### src/rtl/bus_sram_responder_pkg.sv
// Shared definitions for the external-SRAM bus responder.
// Holds the FSM state encoding, the SRAM data width and the width of the
// strobe-pulse down-counter. The package has no ports.
package bus_sram_responder_pkg;

    localparam int SRAM_DATA_WIDTH     = 16;
    localparam int PULSE_COUNTER_WIDTH = 4;

    // Each 32-bit transaction runs as a LO half-word access and then a HI one.
    typedef enum logic [2:0] {
        IDLE     = 3'd0,
        LO_SETUP = 3'd1,
        LO_PULSE = 3'd2,
        LO_HOLD  = 3'd3,
        HI_SETUP = 3'd4,
        HI_PULSE = 3'd5,
        HI_HOLD  = 3'd6,
        DONE     = 3'd7
    } state_t;

endpackage

### src/rtl/bus_sram_responder.sv
// Bus responder that turns one 32-bit request/ready transaction into two
// 16-bit accesses on an external asynchronous SRAM (LO half first).
// Each half-word access is SETUP (1 cycle), PULSE (WAIT_CYCLES+1 cycles) and
// HOLD (1 cycle). All outputs come straight from flops.
// Ports:
//   i_clock, i_reset            clock, synchronous active-high reset
//   i_request/i_rw/i_address/i_wdata   initiator request, latched on acceptance
//   o_rdata, o_ready            read data and level completion flag
//   o_sram_address/o_sram_data/o_sram_data_oe   SRAM address, pad data, pad drive enable
//   i_sram_data                 data returned by the pads
//   o_sram_ce_n/o_sram_oe_n/o_sram_we_n         active-low SRAM strobes
module bus_sram_responder
    import bus_sram_responder_pkg::*;
#(
    parameter int ADDR_WIDTH  = 18,
    parameter int WAIT_CYCLES = 2
) (
    input  logic                          i_clock,
    input  logic                          i_reset,
    input  logic                          i_request,
    input  logic                          i_rw,
    input  logic [31:0]                   i_address,
    input  logic [31:0]                   i_wdata,
    output logic [31:0]                   o_rdata,
    output logic                          o_ready,
    output logic [ADDR_WIDTH-1:0]         o_sram_address,
    output logic [SRAM_DATA_WIDTH-1:0]    o_sram_data,
    output logic                          o_sram_data_oe,
    input  logic [SRAM_DATA_WIDTH-1:0]    i_sram_data,
    output logic                          o_sram_ce_n,
    output logic                          o_sram_oe_n,
    output logic                          o_sram_we_n
);

    localparam int WORD_WIDTH = ADDR_WIDTH - 1;
    localparam logic [PULSE_COUNTER_WIDTH-1:0] PULSE_LOAD = PULSE_COUNTER_WIDTH'(WAIT_CYCLES);
    localparam logic [PULSE_COUNTER_WIDTH-1:0] PULSE_ONE  = PULSE_COUNTER_WIDTH'(1);
    localparam logic [PULSE_COUNTER_WIDTH-1:0] PULSE_ZERO = PULSE_COUNTER_WIDTH'(0);

    state_t                         state_q, state_d;
    logic [PULSE_COUNTER_WIDTH-1:0] cnt_q, cnt_d;
    logic                           rw_q, rw_d;
    logic [WORD_WIDTH-1:0]          word_q, word_d;
    logic [31:0]                    wdata_q, wdata_d;
    logic [SRAM_DATA_WIDTH-1:0]     lo_q, lo_d;
    logic [SRAM_DATA_WIDTH-1:0]     hi_q, hi_d;
    logic                           ready_q, ready_d;
    logic [31:0]                    rdata_q, rdata_d;
    logic [ADDR_WIDTH-1:0]          sram_addr_q, sram_addr_d;
    logic [SRAM_DATA_WIDTH-1:0]     sram_data_q, sram_data_d;
    logic                           data_oe_q, data_oe_d;
    logic                           ce_n_q, ce_n_d;
    logic                           oe_n_q, oe_n_d;
    logic                           we_n_q, we_n_d;

    // Byte-lane bits and bits above the SRAM are don't-care, so memory aliases.
    logic unused_addr_bits;
    assign unused_addr_bits = ^{i_address[31:ADDR_WIDTH+1], i_address[1:0]};

    // Next-state and next-output logic of the access sequencer.
    always_comb begin
        state_d     = state_q;
        cnt_d       = cnt_q;
        rw_d        = rw_q;
        word_d      = word_q;
        wdata_d     = wdata_q;
        lo_d        = lo_q;
        hi_d        = hi_q;
        ready_d     = ready_q;
        rdata_d     = rdata_q;
        sram_addr_d = sram_addr_q;
        sram_data_d = sram_data_q;
        data_oe_d   = data_oe_q;
        ce_n_d      = ce_n_q;
        oe_n_d      = oe_n_q;
        we_n_d      = we_n_q;
        case (state_q)
            IDLE: begin
                if (i_request) begin
                    // Outputs for LO_SETUP are loaded on the accepting edge.
                    rw_d        = i_rw;
                    word_d      = i_address[ADDR_WIDTH:2];
                    wdata_d     = i_wdata;
                    sram_addr_d = {i_address[ADDR_WIDTH:2], 1'b0};
                    sram_data_d = i_rw ? i_wdata[15:0] : 16'h0000;
                    data_oe_d   = i_rw;
                    ce_n_d      = 1'b0;
                    state_d     = LO_SETUP;
                end else begin
                    state_d     = IDLE;
                end
            end
            LO_SETUP, HI_SETUP: begin
                cnt_d = PULSE_LOAD;
                if (rw_q) begin
                    we_n_d = 1'b0;
                end else begin
                    oe_n_d = 1'b0;
                end
                state_d = (state_q == LO_SETUP) ? LO_PULSE : HI_PULSE;
            end
            LO_PULSE, HI_PULSE: begin
                if (cnt_q == PULSE_ZERO) begin
                    // Read data is sampled on the edge that ends the strobe.
                    we_n_d = 1'b1;
                    oe_n_d = 1'b1;
                    if (!rw_q && (state_q == LO_PULSE)) begin
                        lo_d = i_sram_data;
                    end else begin
                        lo_d = lo_q;
                    end
                    if (!rw_q && (state_q == HI_PULSE)) begin
                        hi_d = i_sram_data;
                    end else begin
                        hi_d = hi_q;
                    end
                    state_d = (state_q == LO_PULSE) ? LO_HOLD : HI_HOLD;
                end else begin
                    cnt_d = cnt_q - PULSE_ONE;
                end
            end
            LO_HOLD: begin
                // ce_n and data_oe stay asserted straight into the HI half.
                sram_addr_d = {word_q, 1'b1};
                sram_data_d = rw_q ? wdata_q[31:16] : sram_data_q;
                state_d     = HI_SETUP;
            end
            HI_HOLD: begin
                ce_n_d      = 1'b1;
                data_oe_d   = 1'b0;
                sram_addr_d = {ADDR_WIDTH{1'b0}};
                sram_data_d = 16'h0000;
                // A request already withdrawn gets no completion pulse.
                ready_d     = i_request;
                if (!rw_q) begin
                    rdata_d = {hi_q, lo_q};
                end else begin
                    rdata_d = rdata_q;
                end
                state_d = DONE;
            end
            DONE: begin
                if (!i_request || !ready_q) begin
                    ready_d = 1'b0;
                    state_d = IDLE;
                end else begin
                    ready_d = 1'b1;
                    state_d = DONE;
                end
            end
            default: begin
                ready_d     = 1'b0;
                sram_addr_d = {ADDR_WIDTH{1'b0}};
                sram_data_d = 16'h0000;
                data_oe_d   = 1'b0;
                ce_n_d      = 1'b1;
                oe_n_d      = 1'b1;
                we_n_d      = 1'b1;
                state_d     = IDLE;
            end
        endcase
    end

    // State and output registers with synchronous reset.
    always_ff @(posedge i_clock) begin
        if (i_reset) begin
            state_q     <= IDLE;
            cnt_q       <= PULSE_ZERO;
            rw_q        <= 1'b0;
            word_q      <= {WORD_WIDTH{1'b0}};
            wdata_q     <= 32'h0000_0000;
            lo_q        <= 16'h0000;
            hi_q        <= 16'h0000;
            ready_q     <= 1'b0;
            rdata_q     <= 32'h0000_0000;
            sram_addr_q <= {ADDR_WIDTH{1'b0}};
            sram_data_q <= 16'h0000;
            data_oe_q   <= 1'b0;
            ce_n_q      <= 1'b1;
            oe_n_q      <= 1'b1;
            we_n_q      <= 1'b1;
        end else begin
            state_q     <= state_d;
            cnt_q       <= cnt_d;
            rw_q        <= rw_d;
            word_q      <= word_d;
            wdata_q     <= wdata_d;
            lo_q        <= lo_d;
            hi_q        <= hi_d;
            ready_q     <= ready_d;
            rdata_q     <= rdata_d;
            sram_addr_q <= sram_addr_d;
            sram_data_q <= sram_data_d;
            data_oe_q   <= data_oe_d;
            ce_n_q      <= ce_n_d;
            oe_n_q      <= oe_n_d;
            we_n_q      <= we_n_d;
        end
    end

    assign o_ready        = ready_q;
    assign o_rdata        = rdata_q;
    assign o_sram_address = sram_addr_q;
    assign o_sram_data    = sram_data_q;
    assign o_sram_data_oe = data_oe_q;
    assign o_sram_ce_n    = ce_n_q;
    assign o_sram_oe_n    = oe_n_q;
    assign o_sram_we_n    = we_n_q;

endmodule

### config.mk
export PLATFORM = sky130hd
export DESIGN_NAME = bus_sram_responder
export DESIGN_NICKNAME = d
export VERILOG_FILES = /design/src/rtl/bus_sram_responder_pkg.sv /design/src/rtl/bus_sram_responder.sv
export SDC_FILE = /design/constraint.sdc
export NUM_CORES = 1
export LEC_CHECK = 0
export CAP_MARGIN = 40
export CORE_ASPECT_RATIO = 0.6
export CORE_MARGIN = 2
export CORE_UTILIZATION = 63
export DETAILED_ROUTE_END_ITERATION = 8
export DONT_BUFFER_PORTS = 1
export PLACE_DENSITY = 0.81
export SETUP_SLACK_MARGIN = 0.3
export SLEW_MARGIN = 20
export SYNTH_ARGS = -nofsm -noshare
export SYNTH_HDL_FRONTEND = slang
export SYNTH_SLANG_ARGS = --single-unit
### constraint.sdc
create_clock -name i_clock -period 2.9 [get_ports i_clock]
set_clock_uncertainty 0.15 [all_clocks]
set_input_delay 0.145 -clock i_clock [delete_from_list [all_inputs] [get_ports i_clock]]
set_output_delay 0.145 -clock i_clock [all_outputs]
set_load 0.01 [all_outputs]
==> flow_summary.toml, run 1 <==
[yosys]
async_reset_ff_share_pct = 0
synth_top_area_share_pct = 46.4
synth_cells = 765
synth_area_um2 = 6220
avgSynthCellArea_um2 = 8.13
yosysWarnings = 0
netlist.top_cell.by_area = "dfxtp_1"
ys_top_cells_by_area = "dfxtp_1, nand2_1, a21oi_1, a21oi_2, nor3_1"
synth_edf_count = 0
yosysSeqAreaShare_pct = 46.4
synth_ff_type = "dfxtp_1"
synth-seq-cells = 144
syn-num-nets = 850
synth_cell_types = 49

[drt]
drtIter0Drc = 393
first_pass_iters = 5
wl_um = 15300
drc_errors = 0
wire_per_inst_um = 17.1
vias = 5316
vias_per_cell = 5.93
ant_nets = 0

[min_path]
holdPathStages = 1
hp-start = "i_reset"
hold_end = "hi_q[3]$_SDFFE_PP0P_"
hold_class = "input pin to register"

[cts]
cts_tree = "done"
cts_num_sinks = 144
post-cts-setup-buffers = 0
clockRootBuffer = "clkbuf_16"
cts_buffer_depth = 2
cts_buffers = 17
cts_max_level = 4
clkLatencyLatePin_ns = 0.40
clk_pin_slew_ns = 0.06

[timing]
whs_ns = -0.347
hold_viol = 125
tns_ns = 0
drv_slew = 0
fmax_mhz = 404
final-setup-viol-count = 0
post-route-min-period_ns = 2.48
worst_pin_slew_ns = 0.726
grt_setup_unrepaired = "false"
slew-limit-headroom_pct = 51.3
period_share_pct = 85.4

[run_status]
status = "complete, but fails checks"
violations = "hold timing"

[pwr]
p_leak_nw = 2.39
power.density_nw_per_um2 = 917
ir_worst_vdd_mv = 0.569

[global_route]
grt.total_usage_pct = 27.7
grt_antenna_before_repair = 0
grt_pass1_wl_um = 23700
grt_start_max_net_pins = 144
grt_pass1_vias = 4809
grt-ovfl-total = 0

[finish]
instances_no_fill = 896
syn_to_final_growth_pct = 12.8
fillCellCount = 766
nets = 835
drive_gt1_share_pct = 13.3
n_antenna_cell = 0

[setup_path]
rr_endpoint = "cnt_q[2]$_SDFFE_PP0P_"
rr_worst_depth = 5
crit_path_end_kind = "register"
cp_max_fo = 16
arrival_ns = 2.62
timing.rr.start = "state_q[1]$_SDFFE_PP0P_"
cp.required_ns = 3.04
r2r_setup_slack_ns = 0.42
cp-start-kind = "register"
critPathKind = "register to register"

[floorplanning]
rows = 28
die_area_um2 = 10700
die_x_um = 132
die_height_um = 81.0
ios = 155
core_area_um2 = 9740
initial_core_util_pct = 63.8

[place]
dp_cells = 846
gp_congestion = 0.910
hpwl_um = 10100
io_buffer_count = 0

[run]
cap_viol_max_count = 0
## worst max path at each step
stage	slack, ns	endpoint	depth (start not counted)	from
after floorplan	0.83	hi_q[10]$_SDFFE_PP0P_	9	cnt_q[0]$_SDFFE_PP0P_
after global placement	0.65	o_sram_data[13]$_SDFFE_PP0P_	5	state_q[0]$_SDFFE_PP0P_
after detailed placement	0.61	o_sram_data[7]$_SDFFE_PP0P_	5	state_q[0]$_SDFFE_PP0P_
after CTS	0.40	o_sram_address[0]$_SDFFE_PP0P_	5	state_q[0]$_SDFFE_PP0P_
after global routing	0.30	o_ready$_SDFFE_PP0P_	4	state_q[2]$_SDFFE_PP0P_
final	0.42	cnt_q[2]$_SDFFE_PP0P_	5	state_q[1]$_SDFFE_PP0P_
## flip-flops by register name, indices dropped and copies added, names as in the netlist
register,flops
o_sram_data_oe,1
o_sram_ce_n,1
wdata_q,16
rw_q,1
o_sram_address,18
hi_q,16
lo_q,16
o_sram_we_n,1
o_sram_data,16
o_rdata,32
o_sram_oe_n,1
word_q,17
state_q,3
o_ready,1
cnt_q,4
## power by group
| part | switching, mW | leakage [nW] | internal, mW |
|---|---|---|---|
| registers | 0.318 | 1.17 | 2.26 |
| logic | 0.841 | 0.899 | 0.577 |
| clock network | 0.803 | 0.316 | 1.63 |
## worst max-delay path: stages, from the launching register on
cell	delay [ns]
dfxtp_1	0.63
or3b_1	0.50
a21oi_2	0.30
a2111o_1	0.19
dlygate4sd3_1	0.55
nand2_1	0.05
## cell families after synthesis
| family | after synthesis | synth area share (%) |
|---|---|---|
| AOI/OAI and AO/OA | 220 | 24.4 |
| xor gates and xnor gates | 1 | 0.141 |
| adders and majority gates | 1 | 0.201 |
| buffers and inverters | 86 | 6.58 |
| DFF | 144 | 46.4 |
| muxes | 2 | 0.342 |
| and+or+nand+nor | 311 | 22.0 |
## cell type report
type,instances,area [um2],share of cell area [%]
flip-flops and latches,144,2880,41.1
clock buffers,20,447,6.37
repair buffers,30,293,4.17
inverters,22,82.6,1.18
well taps,135,169,2.41
multi-input cells,535,2930,41.7
clock inverters,10,210,3.00
## metrics by stage
step / worst slack (ns) / hold WS, ns / total power, mW / util [%] / instance area (um2)
final: 0.424 / -0.347 / 6.43 / 72.0 / 7010
after global routing: 0.300 / -0.350 / 6.71 / 72.0 / 7010
after CTS: 0.396 / -0.348 / 6.42 / 71.7 / 6990
after detailed placement: 0.606 / 0.0738 / 3.93 / 63.1 / 6150
after global placement: 0.655 / 0.0781 / 3.85 / 63.1 / 6150
after floorplan: 0.834 / 0.131 / 3.73 / - / 6220
## Yosys cell counts, types with 2 or more instances
master       n
nand2b_1     2
nand2_1    207
and2_1       3
a221oi_2    10
o221ai_1    16
buf_1        5
clkbuf_1    34
o21ai_0     12
nand3_1      3
buf_6        4
nor3_4       2
dfxtp_1    144
o2bb2ai_1   16
inv_1       21
nand2_2     20
a21oi_2     21
a221oi_1     6
nor2b_1      3
nor2_1      26
o2111ai_1    2
or3_4        2
nor3_1      33
a21oi_1    102
o21a_1      16
buf_2       19
or3b_1       3
buf_12       2
o21ai_1     10
## layer usage
metal	global-route usage, %	vias to the layer above	routed length, um
met2	43.4	209	6790
met5	0	-	0
met4	8.82	0	182
li1	-	2585	-
met1	37.3	2503	6790
met3	8.36	19	1540
## what timing repair did
| item | CTS | global route |
|---|---|---|
| endpoints found under the setup margin | 0 | 4 |
| endpoints found under the hold margin | 144 | 125 |
| gates resized for setup | 0 | 1 |
| hold buffers | 18 | 1 |
## placed cells by master (no fill, tap or decap), types with 2 or more instances in the layout
| cell | Yosys | final |
|---|---|---|
| nor2_1 | 26 | 25 |
| buf_4 | 0 | 9 |
| a221oi_1 | 6 | 6 |
| a21oi_2 | 21 | 21 |
| nand2_1 | 207 | 207 |
| bufinv_16 | 0 | 6 |
| o21a_1 | 16 | 16 |
| or3b_1 | 3 | 3 |
| nand2_2 | 20 | 20 |
| clkbuf_1 | 34 | 2 |
| or3_4 | 2 | 2 |
| nor2b_1 | 3 | 3 |
| nand2b_1 | 2 | 2 |
| o2111ai_1 | 2 | 2 |
| a21oi_1 | 102 | 102 |
| and2_1 | 3 | 3 |
| dfxtp_1 | 144 | 143 |
| o221ai_1 | 16 | 16 |
| nand3_1 | 3 | 3 |
| o21ai_1 | 10 | 10 |
| a221oi_2 | 10 | 10 |
| inv_1 | 21 | 21 |
| clkbuf_16 | 0 | 17 |
| o2bb2ai_1 | 16 | 16 |
| dlygate4sd3_1 | 0 | 19 |
| nor3_4 | 2 | 2 |
| nor3_1 | 33 | 33 |
| o21ai_0 | 12 | 12 |
| clkinv_4 | 0 | 2 |
Note: power is estimated with default switching activity, not from simulation.
==> inputs of run 2 (changes only) <==
--- a/config.mk
+++ b/config.mk
@@ -8,10 +8,10 @@
 export CAP_MARGIN = 40
 export CORE_ASPECT_RATIO = 0.6
 export CORE_MARGIN = 2
-export CORE_UTILIZATION = 63
+export CORE_UTILIZATION = 59
 export DETAILED_ROUTE_END_ITERATION = 8
 export DONT_BUFFER_PORTS = 1
-export PLACE_DENSITY = 0.81
+export PLACE_DENSITY = 0.77
 export SETUP_SLACK_MARGIN = 0.3
 export SLEW_MARGIN = 20
 export SYNTH_ARGS = -nofsm -noshare
==> flow_summary.toml, run 2 (synthesis gave the netlist of run 1 again) <==
[drt]
drtIter0Drc = 378
drc_errors = 0
first_pass_iters = 7
vias_per_cell = 5.92
vias = 5784
wl_um = 17100
ant_nets = 0
wire_per_inst_um = 17.5

[pwr]
power.density_nw_per_um2 = 822
ir_worst_vdd_mv = 0.587
p_leak_nw = 2.80

[cts]
cts_buffers = 17
post-cts-setup-buffers = 0
cts_max_level = 4
clockRootBuffer = "clkbuf_16"
clkLatencyLatePin_ns = 0.41
cts_num_sinks = 144
clk_pin_slew_ns = 0.06
cts_buffer_depth = 2
cts_tree = "done"

[finish]
layout_commonest_cell = "nand2_1"
final_core_util_pct = 77.8
instances_no_fill = 977
layout_common_cells = "nand2_1, dfxtp_1, a21oi_1"
drive_gt1_share_pct = 12.6
largest_reg_flops = 32
syn_to_final_growth_pct = 25.8
nets = 916
final_cell_area_um2 = 7820
n_antenna_cell = 0

[floorplanning]
initial_core_util_pct = 61.8
die_area_um2 = 11400
ios = 155
core_area_um2 = 10100
die_x_um = 137
rows = 28
die_height_um = 83.5

[timing]
worst_pin_slew_ns = 0.757
grt_setup_unrepaired = "false"
tns_ns = 0
final-setup-viol-count = 0
period_share_pct = 86.5
hold_viol = 0
post-route-min-period_ns = 2.51
fmax_mhz = 399
slew-limit-headroom_pct = 49.3
drv_slew = 0

[run_status]
status = "completed"

[global_route]
grt_antenna_before_repair = 0
grt_pass1_wl_um = 28100
grt_start_max_net_pins = 107
grt_pass1_vias = 5822
grt-ovfl-total = 0
grt.total_usage_pct = 30.7

[place]
hpwl_um = 10100
dpl_cell_area_um2 = 6180
io_buffer_count = 0
dp_cells = 848
gp_congestion = 0.876

[setup_path]
cp-start-kind = "register"
cp.required_ns = 3.04
cp_max_fo = 17
critPathKind = "register to register"
arrival_ns = 2.65
crit_path_end_kind = "register"

[min_path]
hold_class = "input pin to register"

[run]
cap_viol_max_count = 0
## run 2: cell count changes in the layout (fill, tap and decap cells not counted), sizes merged
cell	previous run	this run
dlygate4sd3	19	97
bufinv	6	4
clkinv	3	5
buf	11	14
## run 2: layout make-up
type | instances | area (um2)
multi-input combinational | 535 | 2930
sequential | 144 | 2880
fill | 686 | 2230
timing repair buffer | 111 | 1130
clock buffer | 20 | 467
tap | 135 | 169
clock inverter | 10 | 160
inverter | 22 | 82.6
## run 2: final timing paths
check | from | to | slack (ns) | depth (start not counted)
min | i_rw | o_sram_data[8]$_SDFFE_PP0P_ | 0.01 | 4
min reg2reg | hi_q[0]$_SDFFE_PP0P_ | hi_q[0]$_SDFFE_PP0P_ | 0.30 | 2
max reg2reg | state_q[0]$_SDFFE_PP0P_ | state_q[0]$_SDFFE_PP0P_ | 0.39 | 6
max | state_q[0]$_SDFFE_PP0P_ | state_q[0]$_SDFFE_PP0P_ | 0.39 | 6
## run 2: stage by stage
stage               hold WS [ns]  setup WS [ns]  power (mW)
finish                    0.0133          0.391        6.43
global route              0.0112          0.299        6.74
CTS                     0.000498          0.412        6.39
detailed placement        0.0757          0.609        3.96
global placement          0.0794          0.683        3.88
floorplan                  0.131          0.834        3.73
## run 2: per-layer routing
| metal | global-route usage [%] | share of wire (%) | vias up |
|---|---|---|---|
| met2 | 47.6 | 45 | 268 |
| met1 | 40.0 | 43 | 2735 |
| met4 | 12.2 | 2.0 | 0 |
| li1 | - | - | 2745 |
| met3 | 9.41 | 9.7 | 36 |
| met5 | 0 | 0 | - |
## run 2: repair_timing
item	CTS	global route
setup endpoints to repair	0	7
hold endpoints to repair	144	0
hold buffers	98	0
gates resized for setup	0	1
## run 2: critical path, cell delays in order, from the launching register on
cell and delay [ns]:
dfxtp_1 0.64, buf_4 0.32, nor2_1 0.10, and2_1 0.32, a31oi_1 0.20, a21oi_1 0.09
dlygate4sd3_1 0.56
## run 2: where the power goes
part	total (mW)	internal [mW]	switching (mW)
combinational	1.56	0.627	0.928
sequential	2.57	2.26	0.311
clock	2.30	1.50	0.804
==> inputs of run 3 (changes only) <==
--- a/config.mk
+++ b/config.mk
@@ -5,13 +5,13 @@
 export SDC_FILE = /design/constraint.sdc
 export NUM_CORES = 1
 export LEC_CHECK = 0
+export BUFFER_PORTS_ARGS = -buffer_cell sky130_fd_sc_hd__clkbuf_2
 export CAP_MARGIN = 40
 export CORE_ASPECT_RATIO = 0.6
 export CORE_MARGIN = 2
-export CORE_UTILIZATION = 59
+export CORE_UTILIZATION = 53
 export DETAILED_ROUTE_END_ITERATION = 8
-export DONT_BUFFER_PORTS = 1
-export PLACE_DENSITY = 0.77
+export PLACE_DENSITY = 0.82
 export SETUP_SLACK_MARGIN = 0.3
 export SLEW_MARGIN = 20
 export SYNTH_ARGS = -nofsm -noshare
==> flow_summary.toml, run 3 (synthesis gave the netlist of run 1 again) <==
[floorplanning]
die_x_um = 144
die_height_um = 87.9
die_area_um2 = 12600
initial_core_util_pct = 54.7
core_area_um2 = 11400
ios = 155
rows = 30

[cts]
cts_buffer_depth = 2
clk_pin_slew_ns = 0.07
cts_num_sinks = 144
cts_resized = 0
cts_tree = "done"
clockRootBuffer = "clkbuf_16"
cts_buffers = 17
cts_max_level = 4
clkLatencyLatePin_ns = 0.42

[timing]
post-route-min-period_ns = 2.33
worst_pin_slew_ns = 0.775
slew-limit-headroom_pct = 48.3
grt_setup_unrepaired = "false"
period_share_pct = 80.3
fmax_mhz = 429
tns_ns = 0
hold_viol = 0
setup_slack_ns = 0.572
final-setup-viol-count = 0
drv_slew = 0

[run]
cap_viol_max_count = 0

[drt]
drc_errors = 0
drtIter0Drc = 477
vias_per_cell = 5.46
vias = 5983
ant_nets = 0
wl_um = 17100
wire_per_inst_um = 15.6
first_pass_iters = 6

[setup_path]
timing.rr.start = "cnt_q[0]$_SDFFE_PP0P_"
crit_path_end_kind = "register"
arrival_ns = 2.53
cp.required_ns = 3.10
critPathKind = "register to register"
cp_max_fo = 16
cp-start-kind = "register"
crit_start = "cnt_q[0]$_SDFFE_PP0P_"

[place]
gp_congestion = 0.860
io_buffer_count = 139
hpwl_um = 10500
dp_slack_ns = 0.604

[finish]
multi_input_area_um2 = 2930
syn_to_final_growth_pct = 28.5
layout_common_cells = "nand2_1, dfxtp_1, clkbuf_2"
drive_gt1_share_pct = 26.3
regArea_um2 = 2880
nets = 1008
layout_commonest_cell = "nand2_1"
largest_reg_flops = 32
fillCellCount = 904
n_antenna_cell = 0

[global_route]
grt_pass1_wl_um = 27500
grt_start_max_net_pins = 57
grt_antenna_before_repair = 0
grtUsageMet1_pct = 40.0
grt.total_usage_pct = 27.8
met3_usage_pct = 6.29
grt_use_met2_pct = 41.3
busiest_layer = "met2"
grt_pass1_vias = 5453
grt-ovfl-total = 0

[run_status]
status = "completed"

[pwr]
p_leak_nw = 3.06
power.density_nw_per_um2 = 791
ir_worst_vdd_mv = 0.541

[min_path]
hold_class = "input pin to register"
hp-start = "i_wdata[15]"
-- run 3: cell count changes in the layout (fill, tap and decap cells not counted), moves of 3 or more --
cell           change
buf_4              +3
dlygate4sd3_1     -47
clkinv_2           -3
clkinvlp_4         +4
clkbuf_8           -3
inv_6              +6
clkbuf_2         +138
bufinv_16          -3
-- run 3: where the power goes --
| part | switching (mW) | internal (mW) | total, mW |
|---|---|---|---|
| Clock | 0.914 | 1.20 | 2.12 |
| Combinational | 1.03 | 0.684 | 1.71 |
| Sequential | 0.230 | 2.26 | 2.49 |
-- run 3: final cells by class --
type | count | area share [%]
multi-input combinational | 535 | 36.6
sequential | 144 | 36.1
timing repair buffer | 203 | 16.6
clock buffer | 17 | 5.32
tap | 160 | 2.51
clock inverter | 15 | 1.86
inverter | 22 | 1.03
-- run 3: repair_timing --
| action | 4_1_cts | 5_1_grt |
|---|---|---|
| setup buffers | 0 | 0 |
| hold endpoints to repair | 82 | 0 |
| hold buffers | 50 | 0 |
-- run 3: per-stage QoR --
stage | cells | util, % | power, mW | hold WS [ns] | instance area, um2
after global routing | 1096 | 70.3 | 6.64 | 0.0479 | 7990
after global placement | 1013 | 60.7 | 4.09 | 0.224 | 6900
after floorplan | 765 | - | 3.73 | 0.131 | 6220
after CTS | 1095 | 70.1 | 6.29 | 0.00717 | 7980
final | 1096 | 70.3 | 6.32 | 0.0322 | 7990
after detailed placement | 1013 | 60.7 | 4.13 | 0.228 | 6900
-- run 3: per-layer routing --
metal / up-vias / wire (um)
met1: 2782 / 8000
li1: 2938 / -
met5: - / 0
met2: 235 / 7510
met3: 28 / 1340
met4: 0 / 292
-- run 3: worst max-delay path, stage by stage, from the launching register on --
cell and delay [ns]:
dfxtp_1 0.30, inv_1 0.10, ha_1 0.23, or3b_1 0.52
nor3_4 0.64, nand2_1 0.18, a21oi_2 0.16
-- run 3: path summary, 6_finish.rpt --
kind | to | slack, ns | cells after the start
worst min-delay path | o_sram_data[15]$_SDFFE_PP0P_ | 0.03 | 5
worst max register to register | hi_q[15]$_SDFFE_PP0P_ | 0.57 | 6
worst min register to register | o_rdata[4]$_SDFFE_PP0P_ | 0.30 | 2
worst max-delay path | hi_q[15]$_SDFFE_PP0P_ | 0.57 | 6
